File: config.mk
export PLATFORM = sky130hd
export DESIGN_NAME = fifo_shift_buffer
export DESIGN_NICKNAME = d
export VERILOG_FILES = /design/src/rtl/fifo_shift_buffer.sv
export SDC_FILE = /design/constraint.sdc
export NUM_CORES = 1
export LEC_CHECK = 0
export BUFFER_PORTS_ARGS = -buffer_cell sky130_fd_sc_hd__buf_2
export CORE_MARGIN = 2
export CORE_UTILIZATION = 40
export CTS_CLUSTER_DIAMETER = 120
export DETAILED_ROUTE_END_ITERATION = 10
export PLACE_DENSITY = 0.67
export SKIP_LAST_GASP = 1
export SLEW_MARGIN = 30
export SYNTH_ARGS = -nofsm -noshare
export SYNTH_HDL_FRONTEND = slang
export SYNTH_SLANG_ARGS = --single-unit
File: constraint.sdc
create_clock -name clk -period 4.1 [get_ports clk]
set_input_delay 0.205 -clock clk [delete_from_list [all_inputs] [get_ports clk]]
set_output_delay 0.205 -clock clk [all_outputs]
set_load 0.02 [all_outputs]
File: src/rtl/fifo_shift_buffer.sv
// ============================================================================
// fifo_shift_buffer : edge-triggered shift-register FIFO with occupancy/error flags
// Optional macro FIFO_STICKY_ERR_EN : overflow/underflow latch until rst
// Rev 1.0
// ============================================================================
`default_nettype none

module fifo_shift_buffer #(
  parameter int DATA_WIDTH = 8,
  parameter int PTR_WIDTH  = 2
) (
  input  logic                  clk,
  input  logic                  rst,
  input  logic                  trig_write,
  input  logic                  trig_read,
  input  logic [DATA_WIDTH-1:0] data_in,
  output logic [DATA_WIDTH-1:0] data_out,
  output logic [PTR_WIDTH:0]    count,
  output logic                  full,
  output logic                  empty,
  output logic                  overflow,
  output logic                  underflow
);

  localparam int                 DEPTH     = 2 ** PTR_WIDTH;
  localparam logic [PTR_WIDTH:0] DEPTH_CNT = (PTR_WIDTH + 1)'(DEPTH);
  localparam logic [PTR_WIDTH:0] CNT_ONE   = (PTR_WIDTH + 1)'(1);

  logic                  wr_hist_q, rd_hist_q;
  logic [DATA_WIDTH-1:0] mem_q [DEPTH];
  logic [PTR_WIDTH:0]    count_q, count_d;
  logic                  ovf_q, ovf_d, udf_q, udf_d;

  logic wr_ev, rd_ev, push_ok, pop_ok, ovf_evt, udf_evt;

  assign wr_ev = trig_write & ~wr_hist_q;
  assign rd_ev = trig_read  & ~rd_hist_q;

  assign full  = (count_q == DEPTH_CNT);
  assign empty = (count_q == '0);

  // A simultaneous read frees the oldest slot, so a push into a full store is legal then.
  assign push_ok = wr_ev & (~full | rd_ev);
  assign pop_ok  = rd_ev & ~empty;
  assign ovf_evt = wr_ev & full & ~rd_ev;
  assign udf_evt = rd_ev & empty;

  always_comb begin
    count_d = count_q;
    if (push_ok && !pop_ok)
      count_d = count_q + CNT_ONE;
    else if (!push_ok && pop_ok)
      count_d = count_q - CNT_ONE;
  end

  always_comb begin
    ovf_d = ovf_evt;
    udf_d = udf_evt;
`ifdef FIFO_STICKY_ERR_EN
    ovf_d = ovf_q | ovf_evt;
    udf_d = udf_q | udf_evt;
`endif
  end

  always_ff @(posedge clk or posedge rst) begin
    if (rst) begin
      // History preset high so a strobe held through reset is not seen as an edge.
      wr_hist_q <= 1'b1;
      rd_hist_q <= 1'b1;
      count_q   <= '0;
      ovf_q     <= 1'b0;
      udf_q     <= 1'b0;
      for (int i = 0; i < DEPTH; i++)
        mem_q[i] <= '0;
    end else begin
      wr_hist_q <= trig_write;
      rd_hist_q <= trig_read;
      count_q   <= count_d;
      ovf_q     <= ovf_d;
      udf_q     <= udf_d;
      if (push_ok) begin
        for (int i = DEPTH - 1; i > 0; i--)
          mem_q[i] <= mem_q[i-1];
        mem_q[0] <= data_in;
      end
    end
  end

  // Oldest word lives at mem_q[count-1]; pops only shrink count.
  always_comb begin
    data_out = '0;
    for (int i = 0; i < DEPTH; i++)
      if (count_q == (PTR_WIDTH + 1)'(i + 1))
        data_out = mem_q[i];
  end

  assign count     = count_q;
  assign overflow  = ovf_q;
  assign underflow = udf_q;

endmodule

`default_nettype wire

==> out/metrics.json, run 1 <==
{
  "clock_insertion_delay_worst_skew_ps": 280,
  "synthesis.area_per_instance_um2": 13.4,
  "globalRouteTotalUtil_pct": 13.6,
  "timing.critical_path.cells": "inv_1, ha_1, nor4b_4, a222oi_1, a21oi_1, buf_2",
  "route.detailed.vias_per_inst": 5.39,
  "status": "finished, final reports clean",
  "synth_edf_count": 0,
  "min-delay-path-class": "input port to async pin",
  "routed-wl-met2_um": 1610,
  "drc_errors": 0,
  "top_layer_used": "met4",
  "max_slew_margin_vs_limit_pct": 62.3,
  "cts.path.max_buffers": 2,
  "cts_inserted_buffers": 5,
  "clock_tree.htree_level_count": 2,
  "first_pass_iters": 5,
  "most_used_flip_flop_cell_after_synthesis": "dfrtp_1",
  "avgRoutedWirePerCell_um": 14.8,
  "core.rowCount": 24,
  "total_power_draw_mw": 1.68,
  "drv_slew": 0,
  "timing.critical_path.slowest_cell_delay_ps": 580,
  "grt_overflow": 0,
  "synth.yosys.seq_area_share_pct": 53.8,
  "yosys.area.top_type_share_pct": 50.9,
  "diodes": 0,
  "yosysWarnings": 0,
  "worst_ir_drop_vdd_v": 0.000368,
  "setup_viol_count_final": 0,
  "timing.setup.critical_path_class": "flip-flop to primary output",
  "first_global_vias": 1182,
  "critical_path.max_fanout": 11,
  "grt_start_max_net_pins": 40,
  "initial_utilization_pct": 41.8,
  "worst_slew_pin_slew_ps": 563,
  "setup.worst_path.end_class": "primary output",
  "first_iter_violations": 63,
  "finalWirelength_um": 3230,
  "final_design_area_no_fill_um2": 2090,
  "floorplan.die.width_um": 71.4,
  "hold_violations": 0,
  "antenna_found_initial": 0,
  "worstPathRequired_ps": 3890,
  "layout_stage_area_growth_over_the_synthesis_result_pct": 15.1,
  "port-buffer-count": 26,
  "clock-root-buffer": "clkbuf_8",
  "lkg_pwr_nw": 0.984,
  "final_layout_size_suffix_gt1_share_pct": 42.2,
  "cts_sinks": 39,
  "arrival_ps": 2500,
  "power-per-cell-area_nw_per_um2": 801,
  "shortest_period_the_worst_path_allows_ps": 2710,
  "cts_tree": "built",
  "ys_seq_elements": 39,
  "synth.top_cells.by_area": "dfrtp_1 (51%), mux2_2 (17%), ha_1 (4.8%), a222oi_1 (3.9%), dfstp_2 (2.9%)",
  "critical_path.startpoint_type": "flip-flop",
  "met3_length_um": 191,
  "final_net_count": 184,
  "io-pin-count": 27,
  "die-area_um2": 5100,
  "vias": 1176,
  "synth.largest_area_cell": "dfrtp_1",
  "synth_cells": 136,
  "clock-skew-final_ps": 6.97,
  "post-cts-setup-buffers": 0,
  "critPathSlowestCell": "dfrtp_1",
  "synth-async-reset-ratio_pct": 100,
  "hold_buffers": 0,
  "clock.fmax_ghz": 0.369,
  "gp_congestion": 0.770,
  "unrepaired_setup_endpoints_after_global_routing": "no",
  "synth.cell_area_um2": 1820,
  "post_route_core_utilization_pct": 48.1,
  "cap_viol_max_count": 0,
  "tns_ps": 0,
  "syn_nets": 155,
  "antenna_violating_nets_post_route": 0,
  "placed_area_um2": 1980,
  "core_um2": 4350,
  "synth_cell_type_count": 27,
  "detailed_place_hpwl_um": 2210,
  "layout.filler_cells": 396,
  "m1WireLength_um": 1400,
  "cts_resized": 0,
  "floorplan.die.height_um": 71.4,
  "post-route-period-util_pct": 66.1,
  "worst_setup_hold_path_clk_slew_ps": 80,
  "hold_ws_ps": 22.1,
  "grt_first_pass_wirelength_um": 5530
}
-- layer usage --
layer	track usage, %	vias up
met1	17.6	590
met4	4.40	0
met3	3.38	4
met2	22.4	36
li1	-	546
met5	0	-
-- metrics by stage --
stage,worst slack (ps),instances
after floorplan,1950,136
after global placement,1630,210
after detailed placement,1490,210
after CTS,1420,218
after global routing,1250,218
final,1390,218
-- final cells by class --
class / count / area (um2) / share of cell area [%]
clock buffer: 6 / 82.6 / 3.95
multi-input combinational: 85 / 764 / 36.5
sequential: 39 / 978 / 46.7
tap: 52 / 65.1 / 3.11
inverter: 6 / 22.5 / 1.08
timing repair buffer: 28 / 145 / 6.93
clock inverter: 2 / 35.0 / 1.67
-- power breakdown --
part	internal, mW	total [mW]	switching, mW	leakage, nW
Combinational	0.308	0.676	0.369	0.460
Sequential	0.547	0.672	0.125	0.463
Clock	0.197	0.328	0.131	0.0612
Total	1.05	1.68	0.625	0.984
-- cell usage in the layout, fill, tap and decap left out, drive strengths merged --
| master | instances |
|---|---|
| and2 | 1 |
| xnor2 | 1 |
| inv | 6 |
| nand2 | 3 |
| nor3b | 1 |
| xor2 | 1 |
| o21ai | 3 |
| clkbuf | 6 |
| nor2 | 11 |
| nor3 | 1 |
| a222oi | 7 |
| mux2 | 32 |
| a21oi | 8 |
| nand2b | 2 |
| ha | 7 |
| nor4b | 1 |
| a31oi | 1 |
| o21bai | 1 |
| dfstp | 2 |
| bufinv | 1 |
| buf | 28 |
| clkinv | 1 |
| a32oi | 1 |
| and2b | 1 |
| nor2b | 2 |
| dfrtp | 37 |
-- state kept, by name (all words and copies together) (netlist names) --
signal,cells
overflow,1
count,3
mem_q,32
rd_hist_q,1
wr_hist_q,1
underflow,1
-- cells in the mapped netlist, drive strengths merged (2+ instances only) --
cell type   n
nand2b      2
ha          7
nor2b       2
o21ai       3
dfstp       2
nor2       11
dfrtp      37
nand2       3
inv         6
mux2       32
a21oi       8
a222oi      7
buf         5
-- critical path: cells and delay by family (launching register included) --
family,cells,cell delay (ps)
buffers and inverters,2,270
AO/OA/AOI/OAI,2,400
AND/OR/NAND/NOR,1,570
adder cells (fa/ha/maj),1,390
flip-flops,1,580
-- kinds of logic (layout without fill, tap and decap cells) --
kind of cell    count (synthesis)  in the layout  synth area share [%]
xor+xnor                        2              2                 0.963
mux                            32             32                  19.8
compound gates                 21             21                  8.73
fa+ha+maj                       7              7                  4.81
flops                          39             39                  53.8
simple gates                   23             23                  7.70
buf+inv                        12             42                  4.19
-- path summary, 6_finish.rpt --
kind / from / end / slack (ps) / cells after the start
worst max-delay path: count[2] / data_out[4] / 1390 / 6
worst min register to register: mem_q[2] / mem_q[2] / 500 / 1
worst min-delay path: rst / mem_q[31] / 20 / 3
worst max register to register: count[0] / count[2] / 1510 / 9
max in group asynchronous: rst / rd_hist_q / 3710 / 3
min in group clk: trig_write / wr_hist_q / 30 / 1
(Power assumes the default switching activity.)
==> run 2, diff against run 1 <==
Settings changed: ABC_AREA set to 1.
Clock period 4.1 ns to 2.5 ns, I/O delays scaled along.
==> run 2 against run 1 <==
Effect of this change:
- cell count increased by 58%
- critical endpoint is now data_out[1]
- critical path type unchanged
- hold slack got worse by 2.1 ps
- largest power group unchanged
- area after synthesis increased by 8.1%
- flip-flop and latch count unchanged
- routed wire length is 13% higher
- sequential share of layout area decreased by 3.5 points
- register-to-register slack worse by 1100 ps
- clock power is 53% higher
==> out/metrics.json, run 2 <==
{
  "status": "finished, final reports clean",
  "worst_ir_drop_vdd_v": 0.000463,
  "worst_setup_hold_path_clk_slew_ps": 70,
  "regToRegStartpoint": "count[0]",
  "synth.top_cells.by_area": "dfrtp_1 (47%), nand2_1 (18%), inv_1 (5.2%), o21ai_0 (5.1%), ha_1 (4.5%)",
  "first_iter_violations": 99,
  "grt_overflow": 0,
  "io-pin-count": 27,
  "detailedPlace.worstSlack_ps": 404,
  "diodes": 0,
  "cts_inserted_buffers": 5,
  "port-buffer-count": 26,
  "synth_edf_count": 0,
  "setup.worst_path.end_class": "primary output",
  "yosysWarnings": 0,
  "post-cts-setup-buffers": 0,
  "antenna_found_initial": 0,
  "critical_path.max_fanout": 10,
  "synth-async-reset-ratio_pct": 100,
  "largest_register": "mem_q",
  "synthesis.area_per_instance_um2": 7.90,
  "syn_nets": 268,
  "hold_path.startpoint": "data_in[0]",
  "timing.rr.end": "count[2]",
  "min-delay-path-class": "input port to flip-flop",
  "antenna_violating_nets_post_route": 0,
  "floorplan.die.height_um": 74.1,
  "worstPathRequired_ps": 2380,
  "synth_most_common_cell": "nand2_1",
  "unrepaired_setup_endpoints_after_global_routing": "no",
  "whs_path_depth": 3,
  "yosys.area.top_type_share_pct": 47.1,
  "detailed_place_hpwl_um": 2480,
  "clock-root-buffer": "clkbuf_8",
  "mostFrequentLayoutCell": "nand2_1",
  "reg2regPathDepth": 12,
  "clock_tree.htree_level_count": 2,
  "final_layout_size_suffix_gt1_share_pct": 17.7,
  "cts_sinks": 39,
  "gp_congestion": 0.757,
  "post-route-period-util_pct": 88.3,
  "first_pass_iters": 4,
  "cts.path.max_buffers": 2,
  "ys_seq_elements": 39,
  "finalWirelength_um": 3660,
  "synth_cell_type_count": 22,
  "clock.fmax_ghz": 0.453,
  "layout_stage_area_growth_over_the_synthesis_result_pct": 15.0,
  "post_route_core_utilization_pct": 47.9,
  "avgRoutedWirePerCell_um": 10.6,
  "synth.yosys.seq_area_share_pct": 49.7,
  "die-area_um2": 5490,
  "floorplan.die.width_um": 74.1,
  "lkg_pwr_nw": 1.23,
  "route.detailed.vias_per_inst": 4.33,
  "hold_violations": 0,
  "critical_path.startpoint_type": "flip-flop",
  "power-per-cell-area_nw_per_um2": 1180,
  "vias": 1488,
  "tns_ps": 0,
  "drc_errors": 0,
  "post_synth_most_frequent_cells": "nand2_1 (93), dfrtp_1 (37), inv_1 (27)",
  "first_global_vias": 1457,
  "cts_tree": "built",
  "arrival_ps": 2080,
  "worst-r2r-setup-slack_ps": 420,
  "shortest_period_the_worst_path_allows_ps": 2210,
  "setup_viol_count_final": 0,
  "cap_viol_max_count": 0,
  "final_net_count": 296,
  "max_slew_margin_vs_limit_pct": 65.8,
  "finalWorstSetupSlack_ps": 293,
  "worst_slew_pin_slew_ps": 513,
  "synth.cell_area_um2": 1970,
  "most_used_flip_flop_cell_after_synthesis": "dfrtp_1",
  "largest_register_ff_count": 32,
  "globalRouteTotalUtil_pct": 15.8,
  "hold-path-endpoint": "mem_q[24]",
  "drv_slew": 0,
  "most-common-layout-cells": "nand2_1 (93), dfrtp_1 (37), inv_1 (27)",
  "synth.largest_area_cell": "dfrtp_1",
  "synth_cells": 249,
  "core_um2": 4720,
  "core.rowCount": 25,
  "clock-skew-final_ps": 11.7,
  "timing.setup.critical_path_class": "flip-flop to primary output",
  "clock_insertion_delay_worst_skew_ps": 300,
  "initial_utilization_pct": 41.6,
  "grt_first_pass_wirelength_um": 6600,
  "grt_start_max_net_pins": 49
}
run 2: changes by cell type after synthesis, sizes merged, moves of 2 or more:
cell	change
nand2	+99
buf	+3
o21ai	+17
mux2	-32
nand2b	-2
a222oi	-7
nor2b	-2
inv	+23
nand3	+16
run 2: layer usage:
metal | wire [um] | GRT usage [%]
met4 | 89 | 7.88
met2 | 1630 | 24.8
met1 | 1770 | 20.3
met5 | 0 | 0
met3 | 164 | 4.20
run 2: repair_timing:
item / CTS / global route
resized for setup: 0 / 1
endpoints found under the setup margin: 0 / 5
hold buffers: 3 / 0
endpoints found under the hold margin: 39 / 0
run 2: logic make-up (layout without fill, tap and decap cells):
logic type / Yosys count / count (layout) / synth area share, %
buffers and inverters: 40 / 68 / 9.41
xor gates and xnor gates: 2 / 2 / 0.891
AOI/OAI and AO/OA: 29 / 29 / 7.38
DFF: 39 / 39 / 49.7
adders and majority gates: 7 / 7 / 4.45
and+or+nand+nor: 132 / 132 / 28.1
run 2: worst max path at each step:
stage | from | end | depth (start not counted)
global route | count[2] | data_out[0] | 7
finish | count[2] | data_out[1] | 7
floorplan | count[0] | count[2] | 13
global placement | count[0] | count[2] | 12
detailed placement | count[0] | count[2] | 12
CTS | count[2] | data_out[2] | 7
run 2: power breakdown:
group,switching [mW],total (mW),internal (mW),leakage [nW]
clock,0.210,0.503,0.292,0.0513
sequential,0.180,1.06,0.882,0.494
combinational,0.722,1.11,0.389,0.686
total,1.11,2.68,1.56,1.23
run 2: critical path, cell delays in order (launching register included):
cell        delay [ps]
dfrtp_1            510
clkinvlp_4         260
ha_1               370
inv_1              230
nand3_1            130
nand2_1             80
nand2_1             40
buf_2              150
run 2: cell type report:
type	instances	area, um2
Timing Repair Buffer	31	175
Inverter	30	119
Clock buffer	6	72.6
Tap cell	67	83.8
Clock inverter	1	30.0
Fill cell	483	2460
Sequential cell	39	978
Multi-Input combinational cell	170	803
run 2: metrics by stage:
stage                     std cells  power (mW)  hold WS, ps  cell area, um2
after floorplan                 249        1.90          129            1970
after global placement          334        2.15          241            2130
after detailed placement        334        2.18          243            2130
after CTS                       344        2.70         8.81            2260
after global routing            344        2.94         19.4            2260
final                           344        2.68         20.0            2260
